==> src/rtl/extreme_seq.sv <==
// extreme_seq: sequential per-frame maximum/minimum finder.
// A start command latches the frame length and mode. The block then takes one
// operand per accepted valid/ready beat and keeps a running extreme in an
// accumulator. It reports that extreme, and optionally its frame position,
// with a one-cycle done pulse.
//
// Ports:
//   clk, rst         clock; asynchronous active-high reset
//   start, m, len    frame command (m: 0 = max, 1 = min), sampled in IDLE
//   in_valid, din    operand stream; in_ready accepts a beat
//   busy             high while the frame is loading or running
//   done             one-cycle pulse when y/idx become valid
//   y, idx           extreme of the last frame and its 0-based position
//
// Build option: define EXTREME_SEQ_IDX_EN to implement the position register.
// When it is undefined, idx is constant 0.
module extreme_seq #(
    parameter int unsigned N     = 8,
    parameter int unsigned LEN_W = 4
) (
    input  logic             clk,
    input  logic             rst,
    input  logic             start,
    input  logic             m,
    input  logic [LEN_W-1:0] len,
    input  logic             in_valid,
    output logic             in_ready,
    input  logic [N-1:0]     din,
    output logic             busy,
    output logic             done,
    output logic [N-1:0]     y,
    output logic [LEN_W-1:0] idx
);

    localparam logic [1:0] S_IDLE = 2'd0;
    localparam logic [1:0] S_LOAD = 2'd1;
    localparam logic [1:0] S_RUN  = 2'd2;
    localparam logic [1:0] S_DONE = 2'd3;

    logic [1:0]       state_q, state_d;
    logic             m_q, m_d;
    logic [LEN_W-1:0] len_q, len_d;
    logic [LEN_W-1:0] count_q, count_d;
    logic [N-1:0]     acc_q, acc_d;
    logic             in_ready_q, in_ready_d;
    logic             busy_q, busy_d;
    logic             done_q, done_d;
    logic [N-1:0]     y_q, y_d;
`ifdef EXTREME_SEQ_IDX_EN
    logic [LEN_W-1:0] pos_q, pos_d;
    logic [LEN_W-1:0] idx_q, idx_d;
`endif

    logic             accept;
    logic             take_din;
    logic [LEN_W-1:0] count_inc;

    // Shared comparator: max takes din on ties (din >= acc), min keeps acc on ties.
    assign accept    = in_valid & in_ready_q;
    assign take_din  = m_q ? (acc_q > din) : !(acc_q > din);
    assign count_inc = count_q + LEN_W'(1);

    // Next-state, datapath and registered-output computation
    always_comb begin
        state_d = state_q;
        m_d     = m_q;
        len_d   = len_q;
        count_d = count_q;
        acc_d   = acc_q;
`ifdef EXTREME_SEQ_IDX_EN
        pos_d   = pos_q;
`endif

        case (state_q)
            S_IDLE: begin
                if (start) begin
                    if (len != '0) begin
                        m_d     = m;
                        len_d   = len;
                        count_d = '0;
                        state_d = S_LOAD;
                    end else begin
                        // Empty frame reports zero
                        acc_d   = '0;
`ifdef EXTREME_SEQ_IDX_EN
                        pos_d   = '0;
`endif
                        state_d = S_DONE;
                    end
                end
            end
            S_LOAD: begin
                if (accept) begin
                    acc_d   = din;
`ifdef EXTREME_SEQ_IDX_EN
                    pos_d   = '0;
`endif
                    count_d = LEN_W'(1);
                    state_d = (len_q == LEN_W'(1)) ? S_DONE : S_RUN;
                end
            end
            S_RUN: begin
                if (accept) begin
                    if (take_din) begin
                        acc_d = din;
`ifdef EXTREME_SEQ_IDX_EN
                        pos_d = count_q;
`endif
                    end
                    count_d = count_inc;
                    if (count_inc == len_q) begin
                        state_d = S_DONE;
                    end
                end
            end
            S_DONE:  state_d = S_IDLE;
            default: state_d = S_IDLE;
        endcase

        // Outputs follow the state being entered so they are valid from that cycle
        in_ready_d = (state_d == S_LOAD) || (state_d == S_RUN);
        busy_d     = (state_d == S_LOAD) || (state_d == S_RUN);
        done_d     = (state_d == S_DONE);
        y_d        = (state_d == S_DONE) ? acc_d : y_q;
`ifdef EXTREME_SEQ_IDX_EN
        idx_d      = (state_d == S_DONE) ? pos_d : idx_q;
`endif
    end

    // State and output registers
    always_ff @(posedge clk or posedge rst) begin
        if (rst) begin
            state_q    <= S_IDLE;
            m_q        <= 1'b0;
            len_q      <= '0;
            count_q    <= '0;
            acc_q      <= '0;
            in_ready_q <= 1'b0;
            busy_q     <= 1'b0;
            done_q     <= 1'b0;
            y_q        <= '0;
`ifdef EXTREME_SEQ_IDX_EN
            pos_q      <= '0;
            idx_q      <= '0;
`endif
        end else begin
            state_q    <= state_d;
            m_q        <= m_d;
            len_q      <= len_d;
            count_q    <= count_d;
            acc_q      <= acc_d;
            in_ready_q <= in_ready_d;
            busy_q     <= busy_d;
            done_q     <= done_d;
            y_q        <= y_d;
`ifdef EXTREME_SEQ_IDX_EN
            pos_q      <= pos_d;
            idx_q      <= idx_d;
`endif
        end
    end

    assign in_ready = in_ready_q;
    assign busy     = busy_q;
    assign done     = done_q;
    assign y        = y_q;
`ifdef EXTREME_SEQ_IDX_EN
    assign idx      = idx_q;
`else
    assign idx      = '0;
`endif

endmodule

==> config.mk <==
export PLATFORM = sky130hd
export DESIGN_NAME = extreme_seq
export DESIGN_NICKNAME = d
export VERILOG_FILES = /design/src/rtl/extreme_seq.sv
export SDC_FILE = /design/constraint.sdc
export NUM_CORES = 1
export LEC_CHECK = 0
export ABC_AREA = 1
export ABC_CLOCK_PERIOD_IN_PS = 5900
export BUFFER_PORTS_ARGS = -buffer_cell sky130_fd_sc_hd__buf_2
export CAP_MARGIN = 20
export CORE_ASPECT_RATIO = 0.7
export CORE_UTILIZATION = 40
export CTS_BUF_LIST = sky130_fd_sc_hd__clkbuf_8
export CTS_CLUSTER_DIAMETER = 80
export DETAILED_ROUTE_END_ITERATION = 10
export GPL_ROUTABILITY_DRIVEN = 0
export PLACE_DENSITY = 0.65
export SLEW_MARGIN = 40
export SYNTH_ARGS = -nofsm -noshare
export SYNTH_HDL_FRONTEND = slang
export SYNTH_SLANG_ARGS = --single-unit
export TNS_END_PERCENT = 20
==> constraint.sdc <==
create_clock -name clk -period 5.9 [get_ports clk]
set_input_delay 0.59 -clock clk [delete_from_list [all_inputs] [get_ports clk]]
set_output_delay 0.59 -clock clk [all_outputs]
set_load 0.05 [all_outputs]
* Word level (Yosys, flattened, before mapping)
Cells that the tools add are included.
** Storage, ports and cells
- Bits of input ports :: 17
- Logic and storage cells :: 49
- Bits in registers :: 29
- Output and inout port bits :: 15
** Operators by class
- Equal/unequal tests :: 12
- $add $sub $neg :: 1
- Bitwise gates (word level) :: 1
- Magnitude comparators :: 1
- Multiplexer cells :: 19
- Reduce and logical (&&, ||, !) cells :: 7
** Operator list (number)
- 8-bit 2-to-1 mux :: 5
- 8-bit case mux with 3 select lines :: 1
- 4-bit 2-to-1 mux :: 4
- 4-bit case mux with 3 select lines :: 1
- 2-bit 2-to-1 mux :: 5
- 2-bit == test, second input constant :: 4
- 8-bit greater-than comparator :: 1
- 2-bit inequality test, second input constant :: 4
- 2-bit case mux with 4 select lines :: 1
- 5-bit AND reduction :: 1
- 4-bit by 1-bit adder with 4-bit output, second input constant :: 1
- 2-bit by 1-bit == test with 1-bit output, second input constant :: 2
- 4-bit by 1-bit == test with 1-bit output, second input constant :: 1
- 4-bit == test :: 1
- 4-bit nonzero test :: 1
- 3-bit AND reduction :: 1
- 3-bit nonzero test :: 1
- 2-bit zero test :: 1
- 1-bit 2-to-1 mux :: 2
- 1-bit bitwise AND :: 1
- 1-bit zero test :: 1
- 1-bit logical OR :: 1

* Depth between registers and ports, before layout
- Depth after elaboration :: 7
- Depth in mapped cells :: 17
- Mapped depth without buffers :: 17

* Worst setup path after synthesis
No wires, ideal clock.
- Path kind :: flip-flop to flip-flop
- Start point :: register, netlist name busy
- End point :: register y_q[0], in the netlist y[0]
- Slack :: 3718 ps
- Data required time :: 5782 ps
- Library setup time :: 118 ps
- Stages on the path, launching flop included :: 13
- Arrival time :: 2064 ps
- Period minus slack after synthesis :: 2182 ps
- Path through :: dfrtp_1 -> nand2_1 -> clkbuf_1 -> a21oi_1 -> o2111ai_1 -> o21ai_0 -> nand2_1 -> a31oi_1 -> ha_1 -> buf_6 -> inv_1 -> nand2_1 -> nand2_1
** RTL lines
- end signal, assigned :: line 155 : y_q <= y_d;
- end, declared :: line 48 : logic [N-1:0] y_q, y_d;

* Final worst setup path
- Start point :: register count_q[0]
- End point :: register y_q[0], in the netlist y[0]
** On the way
- Cells in the longest elaborated chain, start to end :: 6
** Ends and longest elaborated chain
- start, declared :: line 43 : logic [LEN_W-1:0] count_q, count_d;
- start signal, assigned :: line 150 : count_q <= count_d;
- 4-bit by 1-bit adder with 4-bit output :: line 61 : assign count_inc = count_q + LEN_W'(1);
- 4-bit == test :: line 111 : if (count_inc == len_q) begin
- 2-bit 2-to-1 mux :: line 111
- 2-bit 2-to-1 mux :: line 103 : if (accept) begin
- 2-bit case mux with 4 select lines :: line 74 : case (state_q)
- via state_d[0] :: line 40 : logic [1:0] state_q, state_d;
- 2-bit == test
- via done_d :: line 47 : logic done_q, done_d;
The timed path passes the listed nets, and every way through them passes these cells.
A chain may end at the register's enable or synchronous reset.

==> impl_metrics.py <==
metrics = {
    "outcome": {
        "outcome": "finished, final reports clean",
    },
    "flow_run": {
        "cap_violations": 0,
    },
    "grt": {
        "grt-ovfl-total": 0,
        "grt_max_degree": 30,
        "grt_usage_pct": 20.24,
        "grt_pass1_vias": 1618,
        "grt_first_pass_wirelength_mm": 8.004,
        "antenna_found_initial": 0,
    },
    "die": {
        "die_w_um": 86.64,
        "ioPinCount": 32,
        "start_util_pct": 41.71,
        "num_rows": 21,
        "dieArea_um2": 5306,
        "core_um2": 4808,
        "dieHeight_um": 61.25,
    },
    "detailed_routing": {
        "vias": 1813,
        "wl_mm": 4.860,
        "post_drt_wl_per_cell_um": 13.81,
        "routed_via_density": 5.151,
        "drtIter0Drc": 191,
        "firstDrtPassIters": 4,
        "ant_nets": 0,
        "drcViolationCount": 0,
    },
    "power_and_ir_drop": {
        "total_leakage_power_uw": 0.001172,
        "peakVddDrop_uv": 317.2,
        "p_per_area_nw_per_um2": 569.2,
    },
    "sta": {
        "fin_ws_ns": 3.147,
        "max-slew-margin-rel_pct": 55.76,
        "period_minus_slack_ns": 2.753,
        "tightest_slew_ns": 0.6636,
        "rsz0062_at_grt": "false",
        "fin_crit_sh_pct": 46.66,
        "final-setup-viol-count": 0,
        "slew_violations": 0,
        "fmax_ghz": 0.3633,
        "fin_worst_skew_ns": 0.009262,
        "hold_violations": 0,
        "tns_ns": 0,
    },
    "clock_network": {
        "cts_hold_buffers": 0,
        "clock_latency_ns": 0.28,
        "htree_levels": 2,
        "cts_root_buf": "clkbuf_8",
        "cts_buffers": 5,
        "cts_tree": "yes",
        "cts.sinks": 29,
        "post-cts-setup-buffers": 0,
        "cts.path.max_buffers": 2,
        "path_clk_slew_ns": 0.07,
        "post_cts_resized": 0,
    },
    "layout": {
        "drive_above_1_share_pct": 15.90,
        "fillers": 484,
        "final_nets": 313,
        "final_common_cell": "nand2_1",
        "area_growth_pct": 11.98,
        "final_cell_mix": "nand2_1 (60), inv_1 (36), dfrtp_1 (29)",
        "antenna_cells": 0,
    },
    "critical_path": {
        "crit_arrival_ns": 2.91,
        "cp.required_ns": 6.06,
        "slowest_delay_ns": 0.46,
        "path_class": "reg -> reg",
        "cp_common_cell": "nand2_1",
        "start_kind": "flip-flop",
        "path_max_fanout": 10,
        "path_cells": "ha_1 > xnor2_1 > xor2_1 > o2111ai_1 > o21ai_0 > nand2_1 > a31oi_1 > ha_1 > inv_1 > nand2_1 > nand2_1",
        "worstSetupEndpointType": "flip-flop",
        "critPathSlowestCell": "ha_1",
    },
    "synth": {
        "synth.distinct_cells": 33,
        "avgSynthCellArea_um2": 7.804,
        "synth_area_um2": 2006,
        "synth_seq_cells": 29,
        "yosysSeqAreaShare_pct": 36.18,
        "synthCells": 257,
        "synth_warnings": 0,
    },
    "placement": {
        "portBuffers": 27,
        "place_ws_ns": 3.020,
        "dpl.hpwl_mm": 3.510,
    },
    "min_path": {
        "hold_path.class": "in -> async",
    },
}
-- cells in the mapped netlist, drive strengths merged --
| cell | instances | area share [%] |
|---|---|---|
| a21o | 1 | 0.44 |
| a311oi | 8 | 3.5 |
| o22ai | 3 | 0.94 |
| dlygate4sd1 | 1 | 0.44 |
| o21ai | 17 | 4.2 |
| a21boi | 8 | 3.0 |
| conb | 1 | 0.19 |
| a31oi | 1 | 0.31 |
| ha | 14 | 8.7 |
| inv | 37 | 6.9 |
| xor2 | 2 | 0.87 |
| nor3 | 2 | 0.75 |
| nor4 | 1 | 0.31 |
| xnor2 | 2 | 0.87 |
| nand2 | 62 | 12 |
| o2111ai | 1 | 0.44 |
| nor2 | 6 | 1.2 |
| clkbuf | 4 | 1.2 |
| nand4 | 10 | 3.1 |
| clkinv | 1 | 0.19 |
| a21oi | 16 | 4.0 |
| dfrtp | 29 | 36 |
| nand3 | 22 | 6.6 |
| buf | 8 | 3.4 |
-- logic make-up (layout without fill, tap and decap cells) --
group	Yosys count	in the layout	share of synthesized area, %
other	1	4	0.1870
AND/OR/NAND/NOR	103	103	24.14
AO/OA/AOI/OAI	55	55	16.84
buffers and inverters	51	74	12.16
adder cells (fa/ha/maj)	14	14	8.734
flip-flops	29	29	36.18
XOR/XNOR	4	4	1.747
-- critical path: cells and delay by family, from the launching register on --
kind / cells / cell delay [ns]
adders and majority gates: 2 / 0.69
xor gates and xnor gates: 2 / 0.51
buffers and inverters: 1 / 0.25
DFF: 1 / 0.43
and+or+nand+nor: 3 / 0.25
AOI/OAI and AO/OA: 3 / 0.50
-- state kept, by name, summed over array words and instances, names as in the netlist --
register  flops
y             8
acc_q         8
count_q       4
done          1
m_q           1
busy          1
len_q         4
state_q       2
-- per-stage QoR --
stage	cell area (µm²)	instances	util [%]	hold slack [ns]	power [µW]
after floorplan	2017	260	-	0.4746	942.5
after global placement	2145	344	44.60	0.4602	1080
after detailed placement	2145	344	44.60	0.4635	1084
after CTS	2246	352	46.71	0.3831	1273
after global routing	2246	352	46.71	0.4144	1392
final	2246	352	46.71	0.3737	1278
-- area by class of cell --
| cell class | count | area (µm²) | area share (%) |
|---|---|---|---|
| repair buffers | 28 | 142.6 | 6.351 |
| multi-input cells | 180 | 1047 | 46.63 |
| well taps | 69 | 86.33 | 3.844 |
| flip-flops and latches | 29 | 725.7 | 32.31 |
| clock buffers | 7 | 96.34 | 4.290 |
| inverters | 38 | 142.6 | 6.351 |
| clock inverters | 1 | 5.005 | 0.2228 |
-- path summary, 6_finish.rpt --
path                            start  depth (start not counted)       end  slack [ns]
min in group clk                 y[6]                          2      y[6]        0.48
max                        count_q[0]                         11      y[0]        3.15
max reg2reg                count_q[0]                         11      y[0]        3.15
min reg2reg                      y[6]                          2      y[6]        0.48
max in group asynchronous         rst                          3  acc_q[7]        5.24
min                               rst                          3  len_q[2]        0.37
-- metal layers --
layer  wire length (µm)  vias to the layer above  track usage (%)
met4                 52                        0            5.000
li1                   -                      915                -
met2               1898                       58            28.23
met3                279                        6            4.021
met1               2630                      834            31.66
met5                  0                        -                0
-- power breakdown --
group | switching, µW | total, µW | internal (µW) | leakage (µW)
registers | 65.3 | 350 | 285 | 0.000367
clock network | 76.1 | 181 | 105 | 0.0000542
logic | 515 | 747 | 231 | 0.000750
total | 657 | 1280 | 622 | 0.00117
No activity file was read; power rests on OpenSTA's default activity.
